$ cat config.mk
export PLATFORM = sky130hd
export DESIGN_NAME = rvee_fetch
export DESIGN_NICKNAME = d
export VERILOG_FILES = /design/src/rtl/rvee_fetch.sv
export SDC_FILE = /design/constraint.sdc
export NUM_CORES = 1
export LEC_CHECK = 0
export BUFFER_PORTS_ARGS = -buffer_cell sky130_fd_sc_hd__buf_4
export CAP_MARGIN = 0
export CELL_PAD_IN_SITES_DETAIL_PLACEMENT = 0
export CELL_PAD_IN_SITES_GLOBAL_PLACEMENT = 1
export CORE_MARGIN = 4
export CORE_UTILIZATION = 35
export DETAILED_ROUTE_END_ITERATION = 8
export GPL_TIMING_DRIVEN = 0
export PLACE_DENSITY = 0.69
export SYNTH_ARGS = -nofsm -noshare
export SYNTH_HDL_FRONTEND = slang
export SYNTH_SLANG_ARGS = --single-unit
$ cat constraint.sdc
create_clock -name clk -period 7.62 [get_ports clk]
set_input_delay 1.524 -clock clk [delete_from_list [all_inputs] [get_ports clk]]
set_output_delay 1.524 -clock clk [all_outputs]
set_load 0.01 [all_outputs]
$ cat src/rtl/rvee_fetch.sv
// Instruction fetch stage: issues in-order pipelined imem fetches for the pcgen stream,
// pairs responses with their PCs and hands {pc, insn} to decode; squashes on redirect.
module rvee_fetch #(
  parameter int XLEN  = 32,
  parameter int DEPTH = 4
) (
  input  logic            clk,
  input  logic            rst,
  input  logic [XLEN-1:0] pc,
  input  logic            pc_valid,
  output logic            pc_ready,
  input  logic            jmp,
  output logic            imem_req,
  output logic [XLEN-1:0] imem_addr,
  input  logic            imem_gnt,
  input  logic            imem_rvalid,
  input  logic [XLEN-1:0] imem_rdata,
  output logic            insn_valid,
  input  logic            insn_ready,
  output logic [XLEN-1:0] insn,
  output logic [XLEN-1:0] insn_pc
);

  localparam int AW = $clog2(DEPTH);
  localparam int CW = AW + 1;
  localparam logic [CW:0] DEPTH_C = DEPTH[CW:0];

  logic [CW-1:0]   pc_wr_q, pc_wr_d, pc_rd_q, pc_rd_d;
  logic [CW-1:0]   resp_wr_q, resp_wr_d, resp_rd_q, resp_rd_d;
  logic [CW-1:0]   outst_q, outst_d, disc_q, disc_d;
  logic [XLEN-1:0] pc_mem_q [DEPTH];
  logic [XLEN-1:0] pc_mem_d [DEPTH];
  logic [XLEN-1:0] rpc_mem_q [DEPTH];
  logic [XLEN-1:0] rpc_mem_d [DEPTH];
  logic [XLEN-1:0] rins_mem_q [DEPTH];
  logic [XLEN-1:0] rins_mem_d [DEPTH];

  logic [CW-1:0] resp_cnt;
  logic [CW:0]   cnt;
  logic          credit_ok, rvalid_eff, resp_push, resp_pop;

  always_comb begin
    resp_cnt   = resp_wr_q - resp_rd_q;
    cnt        = {1'b0, outst_q} + {1'b0, resp_cnt};
    credit_ok  = cnt < DEPTH_C;
    imem_req   = pc_valid & credit_ok & ~rst;
    pc_ready   = imem_req & imem_gnt;
    imem_addr  = {pc[XLEN-1:2], 2'b00};
    // A response with nothing outstanding is a bus protocol error and is ignored.
    rvalid_eff = imem_rvalid & (outst_q != '0);
    resp_push  = rvalid_eff & (disc_q == '0) & ~jmp;
    insn_valid = resp_wr_q != resp_rd_q;
    resp_pop   = insn_valid & insn_ready & ~jmp;
    insn       = rins_mem_q[resp_rd_q[AW-1:0]];
    insn_pc    = rpc_mem_q[resp_rd_q[AW-1:0]];
  end

  always_comb begin
    pc_wr_d    = pc_wr_q;
    pc_rd_d    = pc_rd_q;
    pc_mem_d   = pc_mem_q;
    resp_wr_d  = resp_wr_q;
    resp_rd_d  = resp_rd_q;
    rpc_mem_d  = rpc_mem_q;
    rins_mem_d = rins_mem_q;
    outst_d    = outst_q + CW'(pc_ready) - CW'(rvalid_eff);
    disc_d     = disc_q;

    if (pc_ready) begin
      pc_mem_d[pc_wr_q[AW-1:0]] = pc;
      pc_wr_d = pc_wr_q + 1'b1;
    end
    if (rvalid_eff) pc_rd_d = pc_rd_q + 1'b1;

    // Outstanding already counts pending discards, so after a redirect every request
    // still in flight (minus the one returning now) is to be dropped.
    if (jmp)
      disc_d = outst_q - CW'(rvalid_eff);
    else if (rvalid_eff && disc_q != '0)
      disc_d = disc_q - 1'b1;

    if (jmp) begin
      resp_rd_d = resp_wr_q;
    end else begin
      if (resp_push) begin
        rpc_mem_d[resp_wr_q[AW-1:0]]  = pc_mem_q[pc_rd_q[AW-1:0]];
        rins_mem_d[resp_wr_q[AW-1:0]] = imem_rdata;
        resp_wr_d = resp_wr_q + 1'b1;
      end
      if (resp_pop) resp_rd_d = resp_rd_q + 1'b1;
    end
  end

  always_ff @(posedge clk) begin
    if (rst) begin
      pc_wr_q    <= '0;
      pc_rd_q    <= '0;
      resp_wr_q  <= '0;
      resp_rd_q  <= '0;
      outst_q    <= '0;
      disc_q     <= '0;
      pc_mem_q   <= '{default: '0};
      rpc_mem_q  <= '{default: '0};
      rins_mem_q <= '{default: '0};
    end else begin
      pc_wr_q    <= pc_wr_d;
      pc_rd_q    <= pc_rd_d;
      resp_wr_q  <= resp_wr_d;
      resp_rd_q  <= resp_rd_d;
      outst_q    <= outst_d;
      disc_q     <= disc_d;
      pc_mem_q   <= pc_mem_d;
      rpc_mem_q  <= rpc_mem_d;
      rins_mem_q <= rins_mem_d;
    end
  end

endmodule

==> metrics <==
status=completed; flop-to-flop setup slack=3180 ps; post-synthesis async set-or-reset flop share=0%; die width=229.5 um; setup TNS=0 ps; total grt overflow=0; maximum clock frequency=0.1771 GHz; I/O pin total=170; leakage=between 0.007 and 0.008 uW; Seq/Total Area, Yosys=46.63%; share of cells above drive strength 1=20.34%; Avg Synthesized Cell Area=9.337 sq um; most frequent cells in the layout=nand2_1 (520), dfxtp_1 (400), a21oi_1 (261); Final Hold Vio Count=0; Detailed Route Iter0 Violations=around 900; clk buf depth=3; detailed placement HPWL=around 35 mm; # setup viols final=0; hold path start=rins_mem_q[40]; R2R Path Start=resp_rd_q[1]; Hold Path Cell Cnt=2; delay of the slowest critical-path stage=roughly 560 ps; Final period util=74.12%; port bufs=166; Worst-Skew Late Latency=580 ps; Setup WS post-layout=1972 ps; final wirelength=roughly 52 mm; FF-to-FF path depth=11; first-pass GRT wire length=80.54 mm; DRC=0; worst setup skew after layout=16.40 ps; area of the mapped netlist=about 17000 sq um; Post-synth EDFFs=0; Critical R2R Capture=pc_mem_q[5]; Setup CP Type=flip-flop to output port; Clock transition at path regs=60 ps; hold buffer count at cts=0; Core Util, Final=between 40% and 50%; Seq cells post-synth=400; Min-Delay Endpoint=rins_mem_q[40]; total track usage=19.27%; Placeable Area=48150 sq um; Syn. warnings=0; WP buf/inv=5; post-route ant nets=0; clk root buf=clkbuf_16; worst slew margin relative to its limit=about two fifths; final hold slack=~450 ps; Fillers=4749; most common cell after layout, fill and taps aside=nand2_1; register area=8008 sq um; Synth cell types=43; max-slew violation count=0; Antenna Cells=0; TritonCTS buffer count=between 40 and 50; die height=229.5 um; crit path max fanout=10; cell count after synthesis=around 1800; Vias=approximately 14000; vias in the first global route=around 14000; routed length per instance=approximately 19 um; minimum clock period=5648 ps; htree depth=2; synthesis-to-layout area growth=20.39%; critical path, cell by cell=buf_1 > clkbuf_1 > inv_1 > fa_1 > xnor2_1 > ha_1 > nor4b_4 > and4b_1 > buf_4 > buf_4; num rows=80; critical path endpoint category=output port; Post-CTS Resized=0; Worst VDD drop=approximately 150 uV; area of the multi-input gates=8232 sq um; starting density of the core=35.67%; CTS Sinks=400; vias per inst=~5; die area=52670 sq um; post-CTS setup buffer count=0; Max Cap Viol=0; Overall Power=5026 uW; min-delay worst type=flip-flop to flip-flop; slowest CP cell=buf_1; Worst path top cell family by delay=buffers and inverters; Slew @ Worst Pin=just over 900 ps; Nets=2145; power per cell area=around 240 nW/um^2; Top FF cell, synth=dfxtp_1; gpl congestion=0.7952; critical path startpoint category=flip-flop; initial antenna violation count=0; Pre-antenna DRT Iters=5; largest net degree at the start of global routing=14; RSZ-0062 raised after global routing=no; most used cell, CP=buf_4; Worst Path Required=6100 ps; CTS tree=done; critical path arrival=4120 ps; pre-CTS WS=2468 ps
==> synth_stat cells, types with 3 or more instances <==
library cell | instances | area share, %
dfxtp_1 | 400 | 47
mux4_2 | 96 | 13
buf_4 | 35 | 1.5
nand2_1 | 520 | 11
nand3_2 | 4 | 0.23
and3_1 | 6 | 0.22
nand3b_1 | 65 | 2.8
a21oi_1 | 261 | 7.6
mux2i_1 | 65 | 3.8
buf_2 | 43 | 1.3
clkbuf_1 | 85 | 1.9
xor2_1 | 3 | 0.15
xnor2_1 | 9 | 0.46
o21ai_0 | 67 | 2.0
buf_6 | 6 | 0.39
buf_1 | 6 | 0.13
ha_1 | 19 | 1.4
nand2b_1 | 97 | 3.5
nor2_1 | 10 | 0.22
inv_1 | 13 | 0.28
==> worst min-delay path, cell delays in order, from the launching register on <==
cell	delay, ps
dfxtp_1	300
nand2_1	50
a21oi_1	50
==> logic make-up (layout without fill, tap and decap cells) <==
family | after synthesis | count (layout) | share of synthesized area, %
AND/OR/NAND/NOR | 718 | 718 | 19.25
flip-flops | 400 | 400 | 46.63
AO/OA/AOI/OAI | 338 | 338 | 10.03
buffers and inverters | 188 | 433 | 5.450
multiplexers | 161 | 161 | 16.38
adder cells (fa/ha/maj) | 21 | 21 | 1.618
XOR/XNOR | 12 | 12 | 0.6121
other | 1 | 2 | 0.02184
==> sequential cells by signal, summed over array words and instances, names as in the netlist <==
register / flops
pc_rd_q: 2
pc_wr_q: 2
outst_q: 3
rpc_mem_q: 128
rins_mem_q: 128
pc_mem_q: 128
resp_rd_q: 3
resp_wr_q: 3
disc_q: 3
==> area by class of cell <==
class / count / share of cell area (%)
Buffer: 175 / 4.291
Clock buffer: 65 / 6.301
Clock inverter: 14 / 0.6174
Inverter: 13 / 0.2360
Multi-Input combinational cell: 1252 / 39.82
Sequential cell: 400 / 38.74
Tap cell: 656 / 3.970
Timing Repair Buffer: 166 / 6.028
==> power by group <==
| group | switching [uW] | total (uW) | internal, uW | leakage (uW) |
|---|---|---|---|---|
| Combinational | 427 | 726 | 299 | 0.00377 |
| Sequential | 34.0 | 2180 | 2140 | 0.00322 |
| Clock | 898 | 2120 | 1220 | 0.000708 |
| Total | 1360 | 5030 | 3670 | 0.00770 |
==> per-stage QoR <==
step | instances | area [sq um]
floorplan | 1840 | 17180
global placement | 2662 | 19240
detailed placement | 2662 | 19240
CTS | 2741 | 20670
global route | 2741 | 20670
finish | 2741 | 20670
==> worst max-delay path by stage <==
stage	startpoint	to	slack, ps	cells after the start
6_report	resp_rd_q[1]	pc_ready	1970	10
2_1_floorplan	resp_rd_q[1]	pc_ready	3430	9
5_1_grt	resp_rd_q[1]	pc_ready	1690	10
3_5_place_dp	resp_rd_q[1]	pc_ready	2470	10
4_1_cts	resp_rd_q[1]	pc_ready	1840	10
3_3_place_gp	resp_rd_q[1]	pc_ready	2520	10
==> routing by layer <==
layer	track usage [%]	up-vias	share of wire, %
met3	3.392	94	5.5
met1	25.17	6606	44
met5	0	-	0
li1	-	6645	-
met2	32.54	402	48
met4	6.124	0	3.1
Note: power is estimated with default switching activity, not from simulation.
